--- src/rtl/fifo_ctrl.sv ---
// Pointer/flag controller for a synchronous FIFO built around fifo_core.
// Qualifies push/pop against full/empty and tracks occupancy plus sticky errors.
module fifo_ctrl #(
  parameter int ADDR_WIDTH    = 4,
  parameter int AFULL_THRESH  = 14,
  parameter int AEMPTY_THRESH = 2
) (
  input  logic                  clk,
  input  logic                  rst,
  input  logic                  push,
  input  logic                  pop,
  input  logic                  clr_err,
  output logic                  wr_en,
  output logic                  rd_en,
  output logic [ADDR_WIDTH-1:0] wr_ptr,
  output logic [ADDR_WIDTH-1:0] rd_ptr,
  output logic                  full,
  output logic                  empty,
  output logic                  almost_full,
  output logic                  almost_empty,
  output logic [ADDR_WIDTH:0]   count,
  output logic                  overflow,
  output logic                  underflow
);

  localparam logic [ADDR_WIDTH:0] AFULL_LVL  = (ADDR_WIDTH+1)'(AFULL_THRESH);
  localparam logic [ADDR_WIDTH:0] AEMPTY_LVL = (ADDR_WIDTH+1)'(AEMPTY_THRESH);

  logic [ADDR_WIDTH:0] wp;
  logic [ADDR_WIDTH:0] rp;
  logic                ovf_evt;
  logic                udf_evt;

  // Flags depend only on the registered pointers, never on push/pop.
  assign count        = wp - rp;
  assign empty        = (wp == rp);
  assign full         = (wp[ADDR_WIDTH] != rp[ADDR_WIDTH]) &&
                        (wp[ADDR_WIDTH-1:0] == rp[ADDR_WIDTH-1:0]);
  assign almost_full  = (count >= AFULL_LVL);
  assign almost_empty = (count <= AEMPTY_LVL);
  assign wr_ptr       = wp[ADDR_WIDTH-1:0];
  assign rd_ptr       = rp[ADDR_WIDTH-1:0];

  // A pop frees a slot in the same cycle, so a push into a full FIFO is accepted with it.
  assign rd_en   = pop & ~empty;
  assign wr_en   = push & (~full | pop);
  assign ovf_evt = push & full & ~pop;
  assign udf_evt = pop & empty;

  always_ff @(posedge clk) begin
    if (rst) begin
      wp        <= '0;
      rp        <= '0;
      overflow  <= 1'b0;
      underflow <= 1'b0;
    end else begin
      wp <= wp + {{ADDR_WIDTH{1'b0}}, wr_en};
      rp <= rp + {{ADDR_WIDTH{1'b0}}, rd_en};
      // A fresh error outranks a simultaneous clear.
      if (ovf_evt)
        overflow <= 1'b1;
      else if (clr_err)
        overflow <= 1'b0;
      if (udf_evt)
        underflow <= 1'b1;
      else if (clr_err)
        underflow <= 1'b0;
    end
  end

endmodule

--- config.mk ---
export PLATFORM = sky130hd
export DESIGN_NAME = fifo_ctrl
export DESIGN_NICKNAME = d
export VERILOG_FILES = /design/src/rtl/fifo_ctrl.sv
export SDC_FILE = /design/constraint.sdc
export NUM_CORES = 1
export LEC_CHECK = 0
export CORE_MARGIN = 4
export CORE_UTILIZATION = 38
export CTS_CLUSTER_DIAMETER = 80
export DETAILED_ROUTE_END_ITERATION = 16
export PLACE_DENSITY = 0.75
export SYNTH_ARGS = -nofsm -noshare
export SYNTH_HDL_FRONTEND = slang
export SYNTH_SLANG_ARGS = --single-unit
--- constraint.sdc ---
create_clock -name clk -period 4.8 [get_ports clk]
set_clock_uncertainty 0.05 [all_clocks]
set_input_delay 1.2 -clock clk [delete_from_list [all_inputs] [get_ports clk]]
set_output_delay 1.2 -clock clk [all_outputs]
set_load 0.02 [all_outputs]
Word-level counts from Yosys, hierarchy flattened
Cells that the tools add are included.
Storage, ports and cells
  register bits after elaboration: 12
  bits of input ports: 5
  output and inout port bits: 21
  word-level logic and storage cells: 27
Cells by class
  $add $sub $neg: 3
  order comparisons: 2
  equal/unequal tests: 3
  mux-type cells: 3
  bitwise operators: 9
  reductions and logical operators: 3
Operators with widths (number)
  adder 5 x 1 -> 5 bit: 2
  AND 1 bit: 5
  equality test 5 bit: 1
  >= comparator 5 x 4 -> 1 bit, second input constant: 1
  less-or-equal comparator 5 x 2 -> 1 bit, second input constant: 1
  subtractor 5 bit: 1
  equality test 4 bit: 1
  nonzero test 2 bit: 2
  2-to-1 mux 1 bit: 3
  inverter 1 bit: 3
  logical AND 1 bit: 1
  != test 1 bit: 1
  bitwise OR 1 bit: 1

Logic depth before layout (Yosys ltp)
Gate-level depths: netlist of the first run.
  word-level depth: 6
  gate-level depth with buffers: 10
  mapped depth without buffers: 10

Least setup slack after synthesis of the first run
OpenSTA, ideal clock, no wires.
  path type: reg-to-output
  from: register wp[0]
  to: output port almost_empty
  data arrival time: 2.092 ns
  data required time: 3.550 ns
  path slack: 1.458 ns
  cell stages (with the launch flop): 9
  path buffers: 0
  cells stage by stage: dfxtp_1 > inv_1 > ha_1 > inv_1 > fa_1 > a21o_1 > a21oi_2 > xnor2_1 > a2111oi_2
Between the ends
  word-level cells in the longest chain between the ends: 2
Ends and longest elaborated chain
  start, declared: RTL line 29  | logic [ADDR_WIDTH:0] wp;
  start signal, assigned: RTL line 57  | wp <= wp + {{ADDR_WIDTH{1'b0}}, wr_en};
  subtractor 5 bit: RTL line 35  | assign count = wp - rp;
  net count[4]: RTL line 21  | output logic [ADDR_WIDTH:0] count,
  less-or-equal comparator 5 x 2 -> 1 bit: RTL line 40  | assign almost_empty = (count <= AEMPTY_LVL);
  end, declared: RTL line 20  | output logic almost_empty,
The timed path passes the listed nets, and every way through them passes these cells.

Worst setup path after layout of the first run
  from: register wp[0]
  to: output port almost_empty
Between the ends
  word-level cells in the longest chain between the ends: 2
Ends and longest elaborated chain (RTL line)
  subtractor 5 bit: 35
  less-or-equal comparator 5 x 2 -> 1 bit: 40
Every way passes these cells.

==> results.md, run 1 <==
- Synth warn: 0
- CP Launch Point: wp[0]
- Drt drc: 0
- TritonCTS Sinks: 12
- Synthesized area: 733 µm²
- Status: finished, final reports clean
- Seq/Total Area, Yosys: 32.8%
- Routability cong.: 0.748
- FP Rows: 15
- Worst Tran Pin Value: 0.429 ns
- Reg2reg path depth: 10
- Hold Crit Class: register to register
- Total Power: 372 µW
- TritonCTS buffer count: 3
- Netlist cell types: 21
- Post-route setup slack: 0.793 ns
- Grt ovf: 0
- Mean Syn Cell Area: 9.17 µm²
- Syn Inst Count: 80
- Hold Path Stages: 3
- Initial antenna violation count: 0
- Dpl cells: 121
- DP HPWL: 1180 µm
- Ports: 26
- Worst Path Required: 3.55 ns
- Worst R2R Start: rp[2]
- Clock slew at reported path FFs: 0.07 ns
- Share of layout cells above drive strength 1: 7.07%
- Pre-CTS setup slack: 0.968 ns
- HP Start: rp[3]
- Critical Path Sink Type: output pin
- Post-route minimum period: 4.01 ns
- Largest net degree at the start of global routing: 13
- First-pass DRT Iterations: 2
- Later-pin clock latency in the skew report: 0.27 ns
- Pwr dens: 382 nW/µm²
- Post-Synthesis Net Count: 94
- Final wirelength: 1410 µm
- Maxcap violations: 0
- Vias: 585
- Fin cells: 124
- RSZ-0062 raised after global routing: no
- Final hold viol count: 0
- Area growth, synth to finish: 32.8%
- Die X: 51.9 µm
- H-tree depth: 1
- Rel. slew slack: 71.3%
- Final period util: 83.5%
- Die area: 2700 µm²
- Final Max Slew Viols: 0
- Final Net Count: 115
- 1st-iter DRT viols: 10
- Layout Utilization: 54.6%
- WHS: 0.524 ns
- Die height: 51.9 µm
- Top post-synthesis cells by area: dfxtp_1, ha_1, buf_4, xor2_1, nor2b_1
- Setup CP Type: register to output pin
- Final ANT Viol Nets: 0
- Initial core utilization: 41.1%
- CP max FO: 3
- Clk root buf: clkbuf_4
- Hold buffers post-CTS: 0
- Crit path DAT: 2.76 ns
- Global-route wire length before repair: 2530 µm
- Fin area: 973 µm²
- Max VDD drop: 174 µV
- Register bit total from synthesis: 12
- Startpoint type of the worst setup path: register
- Vias in the first global route: 619
- Synth area leader: dfxtp_1
- Setup TNS: 0 ns
- IO Port Bufs: 25
- Ant. Diodes: 0
- # setup viols final: 0
- Clock Path Buffers: 2
- Vias per std cell: 4.72
- Drt wl/cell: 11.4 µm
- Core area: 1780 µm²
- Number of gates resized after CTS: 0
- CTS tree: yes
- Pleak: 0.389 nW
- Peak Freq: 250 MHz
- Post-synth top area share: 32.8%
- DP Area: 951 µm²
- Post-CTS setup buffers: 0
- Total track usage: 12.6%
==> cell type report <==
type	instances	area, µm²
clock buffers	3	22.5
inverters	6	22.5
fillers	160	810
repair buffers	25	250
multi-input cells	53	407
flip-flops and latches	12	240
well taps	25	31.3
==> state kept, by name, summed over array words and instances (netlist names) <==
| signal | count |
|---|---|
| wp | 5 |
| overflow | 1 |
| underflow | 1 |
| rp | 5 |
==> power breakdown <==
group / leakage [nW] / total [mW] / internal (mW) / switching [mW]
combinational: 0.278 / 0.199 / 0.0965 / 0.102
sequential: 0.0975 / 0.112 / 0.106 / 0.00596
clock: 0.0138 / 0.0612 / 0.0290 / 0.0321
total: 0.389 / 0.372 / 0.232 / 0.140
==> cell usage in the layout (no fill, tap or decap) <==
master,netlist,layout
xnor2_1,4,4
clkbuf_4,0,3
nor2_1,10,10
nand4_1,1,1
a21oi_1,3,3
fa_1,1,1
nand3_1,4,4
a21o_1,1,1
o21ai_0,1,1
nor3_1,1,1
clkdlybuf4s50_1,0,25
a2111oi_2,1,1
nor2b_1,8,8
a31o_2,1,1
inv_1,6,6
xor2_1,6,6
dfxtp_1,12,12
xnor2_2,1,1
a21oi_2,1,1
nand2_1,1,1
ha_1,8,8
==> cell usage after synthesis <==
| library cell | instances |
|---|---|
| xnor2_1 | 4 |
| nand3_1 | 4 |
| clkbuf_1 | 1 |
| o21ai_0 | 1 |
| nand2_1 | 1 |
| nor3_1 | 1 |
| dfxtp_1 | 12 |
| nor2_1 | 10 |
| fa_1 | 1 |
| nor2b_1 | 8 |
| a2111oi_2 | 1 |
| a21oi_2 | 1 |
| buf_4 | 8 |
| xor2_1 | 6 |
| inv_1 | 6 |
| ha_1 | 8 |
| a31o_2 | 1 |
| xnor2_2 | 1 |
| a21oi_1 | 3 |
| nand4_1 | 1 |
| a21o_1 | 1 |
==> worst paths after layout <==
kind	endpoint	slack, ns
setup / recovery	almost_empty	0.79
hold / removal	rp[4]	0.52
setup reg to reg	wp[4]	2.53
hold reg to reg	rp[4]	0.52
==> critical path, stage by stage (launching register included) <==
cell	delay, ns
dfxtp_1	0.34
inv_1	0.07
ha_1	0.17
inv_1	0.06
fa_1	0.40
a21o_1	0.19
a21oi_2	0.14
xnor2_1	0.12
a2111oi_2	0.34
clkdlybuf4s50_1	0.66
==> cells by family (layout without fill, tap and decap cells) <==
logic type      Yosys count  count (layout)  synth area share (%)
fa+ha+maj                 9               9                  16.4
buf+inv                  15              34                  11.8
simple gates             25              25                  16.7
xor+xnor                 11              11                  14.2
compound gates            8               8                  8.19
flops                    12              12                  32.8
==> routing by layer <==
layer,vias to the layer above,wire [µm],GRT usage (%)
met1,257,671,15.4
li1,297,-,-
met2,26,596,19.0
met4,0,40,9.61
met3,5,105,2.87
met5,-,0,0
(Power assumes the default switching activity.)
==> inputs of run 2 (changes only) <==
Clock period 4.8 ns to 3.9 ns, I/O delays scaled along.
==> results.md, run 2 (synthesized netlist as in run 1, its figures left out) <==
- RSZ-0062 raised after global routing: no
- Core area: 1780 µm²
- DP HPWL: 1110 µm
- Flop2flop setup slack: 1.62 ns
- IO Port Bufs: 25
- Clock Path Buffers: 2
- Setup CP Type: register to output pin
- Peak Freq: 282 MHz
- Die area: 2700 µm²
- Pwr dens: 464 nW/µm²
- Final wirelength: 1360 µm
- First-pass DRT Iterations: 4
- Share of layout cells above drive strength 1: 7.07%
- TritonCTS buffer count: 3
- FP Rows: 15
- TritonCTS Sinks: 12
- Most frequent cells in the layout: clkdlybuf4s50_1, dfxtp_1, nor2_1
- Fillers: 158
- Critical Path Sink Type: output pin
- Crit path DAT: 2.53 ns
- Fin cells: 124
- Dpl cells: 121
- Later-pin clock latency in the skew report: 0.26 ns
- H-tree depth: 1
- Worst r2r dst: wp[4]
- Hold Path Stages: 2
- Clock slew at reported path FFs: 0.07 ns
- Grt ovf: 0
- Pleak: 0.397 nW
- Clk root buf: clkbuf_4
- Initial core utilization: 41.1%
- Global-route wire length before repair: 2240 µm
- Setup TNS: 0 ns
- Final ANT Viol Nets: 0
- DP Area: 951 µm²
- Final period util: 91.0%
- Crit-path cells: ha_1, inv_1, fa_1, a21o_1, a21oi_2, xnor2_1, a31o_2, clkdlybuf4s50_1
- Ports: 26
- Status: finished, final reports clean
- Max VDD drop: 243 µV
- Final hold viol count: 0
- Commonest non-fill, non-tap cell in the layout: clkdlybuf4s50_1
- CP max FO: 3
- Worst R2R Start: rp[2]
- Final Net Count: 115
- Total track usage: 11.5%
- Post-route minimum period: 3.55 ns
- Fin area: 976 µm²
- Final Max Slew Viols: 0
- Reg2reg path depth: 10
- # setup viols final: 0
- 1st-iter DRT viols: 7
- Area growth, synth to finish: 33.1%
- Vias per std cell: 4.67
- Top flop regs: rp (5), wp (5)
- Rel. slew slack: 71.3%
- Hold buffers post-CTS: 0
- HP Start: wp[3]
- Hold Path End: wp[3]
- Post-CTS setup buffers: 0
- Ant. Diodes: 0
- Largest net degree at the start of global routing: 13
- Number of gates resized after CTS: 0
- Maxcap violations: 0
- Slowest stage cell, crit path: clkdlybuf4s50_1
- Die height: 51.9 µm
- Vias in the first global route: 510
- Vias: 579
- Routability cong.: 0.804
- Max stage delay on crit path: 0.60 ns
- Drt drc: 0
- Initial antenna violation count: 0
- Worst Path Required: 2.87 ns
- Hold Crit Class: register to register
- Worst Tran Pin Value: 0.430 ns
- Drt wl/cell: 11.0 µm
- Startpoint type of the worst setup path: register
- Die X: 51.9 µm
- CTS tree: yes
run 2: cell count changes in the layout (fill, tap and decap cells not counted):
cell | previous run | this run
clkdlybuf4s50_1 | 25 | 24
dlymetal6s2s_1 | 0 | 1
run 2: cell type report:
class | instances | area [µm²] | area share, %
Multi-Input combinational cell | 53 | 407 | 41.7
Clock buffer | 3 | 22.5 | 2.31
Sequential cell | 12 | 240 | 24.6
Inverter | 6 | 22.5 | 2.31
Timing Repair Buffer | 25 | 253 | 25.9
Tap cell | 25 | 31.3 | 3.21
run 2: per-stage QoR:
stage | setup slack (ns) | power (mW) | util (%) | hold slack [ns]
4_1_cts | 0.157 | 0.460 | 54.6 | 0.543
2_1_floorplan | 0.783 | 0.289 | - | 0.476
3_5_place_dp | 0.455 | 0.385 | 53.3 | 0.525
6_report | 0.350 | 0.453 | 54.7 | 0.539
5_1_grt | 0.199 | 0.486 | 54.7 | 0.564
3_3_place_gp | 0.466 | 0.383 | 53.3 | 0.516
run 2: how the worst max path moves through the flow:
stage | from | slack, ns | depth (start not counted) | end
finish | rp[0] | 0.35 | 8 | almost_full
global route | rp[0] | 0.20 | 8 | almost_full
CTS | wp[0] | 0.16 | 9 | almost_empty
detailed placement | rp[0] | 0.45 | 8 | almost_empty
global placement | wp[0] | 0.47 | 9 | almost_empty
floorplan | wp[0] | 0.78 | 8 | almost_empty
run 2: routing by layer:
layer / up-vias / track usage, % / wire length [µm]
met2: 25 / 15.7 / 567
met3: 2 / 3.15 / 110
li1: 299 / - / -
met5: - / 0 / 0
met1: 253 / 15.4 / 666
met4: 0 / 7.86 / 14
run 2: power by group:
group | internal (mW) | switching (mW)
sequential | 0.131 | 0.00724
combinational | 0.117 | 0.126
clock | 0.0356 | 0.0364
total | 0.284 | 0.169
run 2: worst max-delay path: cells and delay by family (launching register included):
family,cells,cell delay (ns)
adder cells (fa/ha/maj),2,0.59
buffers and inverters,2,0.65
AO/OA/AOI/OAI,3,0.47
flip-flops,1,0.37
XOR/XNOR,1,0.19
==> inputs of run 3 (changes only) <==
Settings changed: PLACE_DENSITY 0.75 to 0.69, SKIP_CTS_REPAIR_TIMING from default to 1.
==> results.md, run 3 (synthesized netlist as in run 1, its figures left out) <==
- Pwr dens: 461 nW/µm²
- Final Net Count: 115
- Status: finished, final reports clean
- Internal power: 283 µW
- Register area: 240 µm²
- Worst Tran Pin Value: 0.435 ns
- Commonest non-fill, non-tap cell in the layout: clkdlybuf4s50_1
- H-tree depth: 1
- Critical Path Sink Type: output pin
- Net Sw Power: 167 µW
- CTS tree: yes
- Total Power: 450 µW
- Post-route setup slack: 0.352 ns
- 1st-iter DRT viols: 4
- Rel. slew slack: 70.9%
- Area of the multi-input gates: 407 µm²
- Routability cong.: 0.791
- Later-pin clock latency in the skew report: 0.26 ns
- Grt ovf: 0
- Die height: 51.9 µm
- Die X: 51.9 µm
- Seq pwr share: 30.6%
- DP HPWL: 1080 µm
- Core area: 1780 µm²
- Pre-CTS setup slack: 0.450 ns
- Setup TNS: 0 ns
- Maxcap violations: 0
- Drt wl/cell: 10.3 µm
- Vias in the first global route: 535
- First-pass DRT Iterations: 4
- Crit path DAT: 2.52 ns
- Peak Freq: 282 MHz
- Die area: 2700 µm²
- Pleak: 0.397 nW
- Drt drc: 0
- Clock slew at reported path FFs: 0.07 ns
- TritonCTS buffer count: 3
- Total track usage: 11.4%
- Switching share of power: 37.0%
- Combinational power share: 53.6%
- Max VDD drop: 241 µV
- Final wirelength: 1280 µm
- Clk network pwr share: 15.8%
- Final period util: 91.0%
- Startpoint type of the worst setup path: register
- Initial core utilization: 41.1%
- RSZ-0062 raised after global routing: no
- Setup CP Type: register to output pin
- Global-route wire length before repair: 2260 µm
- Vias: 566
- Top flop regs: rp (5), wp (5)
- Vias per std cell: 4.56
- Worst Path Required: 2.87 ns
- CP max FO: 3
- # setup viols final: 0
- FP Rows: 15
- Fillers: 163
- Ports: 26
- Ant. Diodes: 0
- Final ANT Viol Nets: 0
- Clk root buf: clkbuf_4
- Area growth, synth to finish: 33.1%
- Share of layout cells above drive strength 1: 7.07%
- Final hold viol count: 0
- IO Port Bufs: 25
- Final Max Slew Viols: 0
- Most frequent cells in the layout: clkdlybuf4s50_1, dfxtp_1, nor2_1
- TritonCTS Sinks: 12
- Initial antenna violation count: 0
- Post-route minimum period: 3.55 ns
- WHS: 0.522 ns
- Hold Crit Class: register to register
- Clock Path Buffers: 2
- Largest net degree at the start of global routing: 13
==> run 3: cell counts in the layout (fill, tap and decap cells not counted) <==
No cell type changed its count.
==> run 3: cell type report <==
class,count,area share [%]
clock buffers,3,2.31
multi-input cells,53,41.7
flip-flops and latches,12,24.6
repair buffers,25,25.9
well taps,25,3.21
inverters,6,2.31
==> run 3: power groups by stage <==
stage / clock [mW] / sequential [mW] / combinational, mW
floorplan: 0 / 0.141 / 0.147
global placement: 0 / 0.141 / 0.243
detailed placement: 0 / 0.141 / 0.245
CTS: 0.0746 / 0.138 / 0.246
global route: 0.0803 / 0.140 / 0.263
finish: 0.0712 / 0.138 / 0.241
==> run 3: metrics by stage <==
| stage | utilization (%) | instance area [µm²] | instances |
|---|---|---|---|
| finish | 54.7 | 976 | 124 |
| detailed placement | 53.3 | 951 | 121 |
| CTS | 54.6 | 973 | 124 |
| floorplan | - | 733 | 80 |
| global route | 54.7 | 976 | 124 |
| global placement | 53.3 | 951 | 121 |
==> run 3: final timing paths <==
path | slack [ns] | start | depth (start not counted) | to
max | 0.35 | wp[0] | 9 | almost_full
max reg2reg | 1.62 | rp[2] | 10 | wp[4]
min reg2reg | 0.52 | rp[3] | 3 | rp[4]
min | 0.52 | rp[3] | 3 | rp[4]
==> run 3: routing by layer <==
layer | part of all wire, % | global-route usage (%) | vias to the layer above
li1 | - | - | 294
met1 | 47 | 13.2 | 244
met2 | 41 | 16.7 | 26
met3 | 11 | 4.87 | 2
met4 | 1.2 | 7.86 | 0
met5 | 0 | 0 | -
==> run 3: worst max-delay path: stages, from the launching register on <==
cell,delay [ns]
dfxtp_1,0.33
inv_1,0.06
ha_1,0.15
inv_1,0.05
fa_1,0.39
a21o_1,0.18
a21oi_2,0.14
xnor2_1,0.19
a31o_2,0.16
clkdlybuf4s50_1,0.60
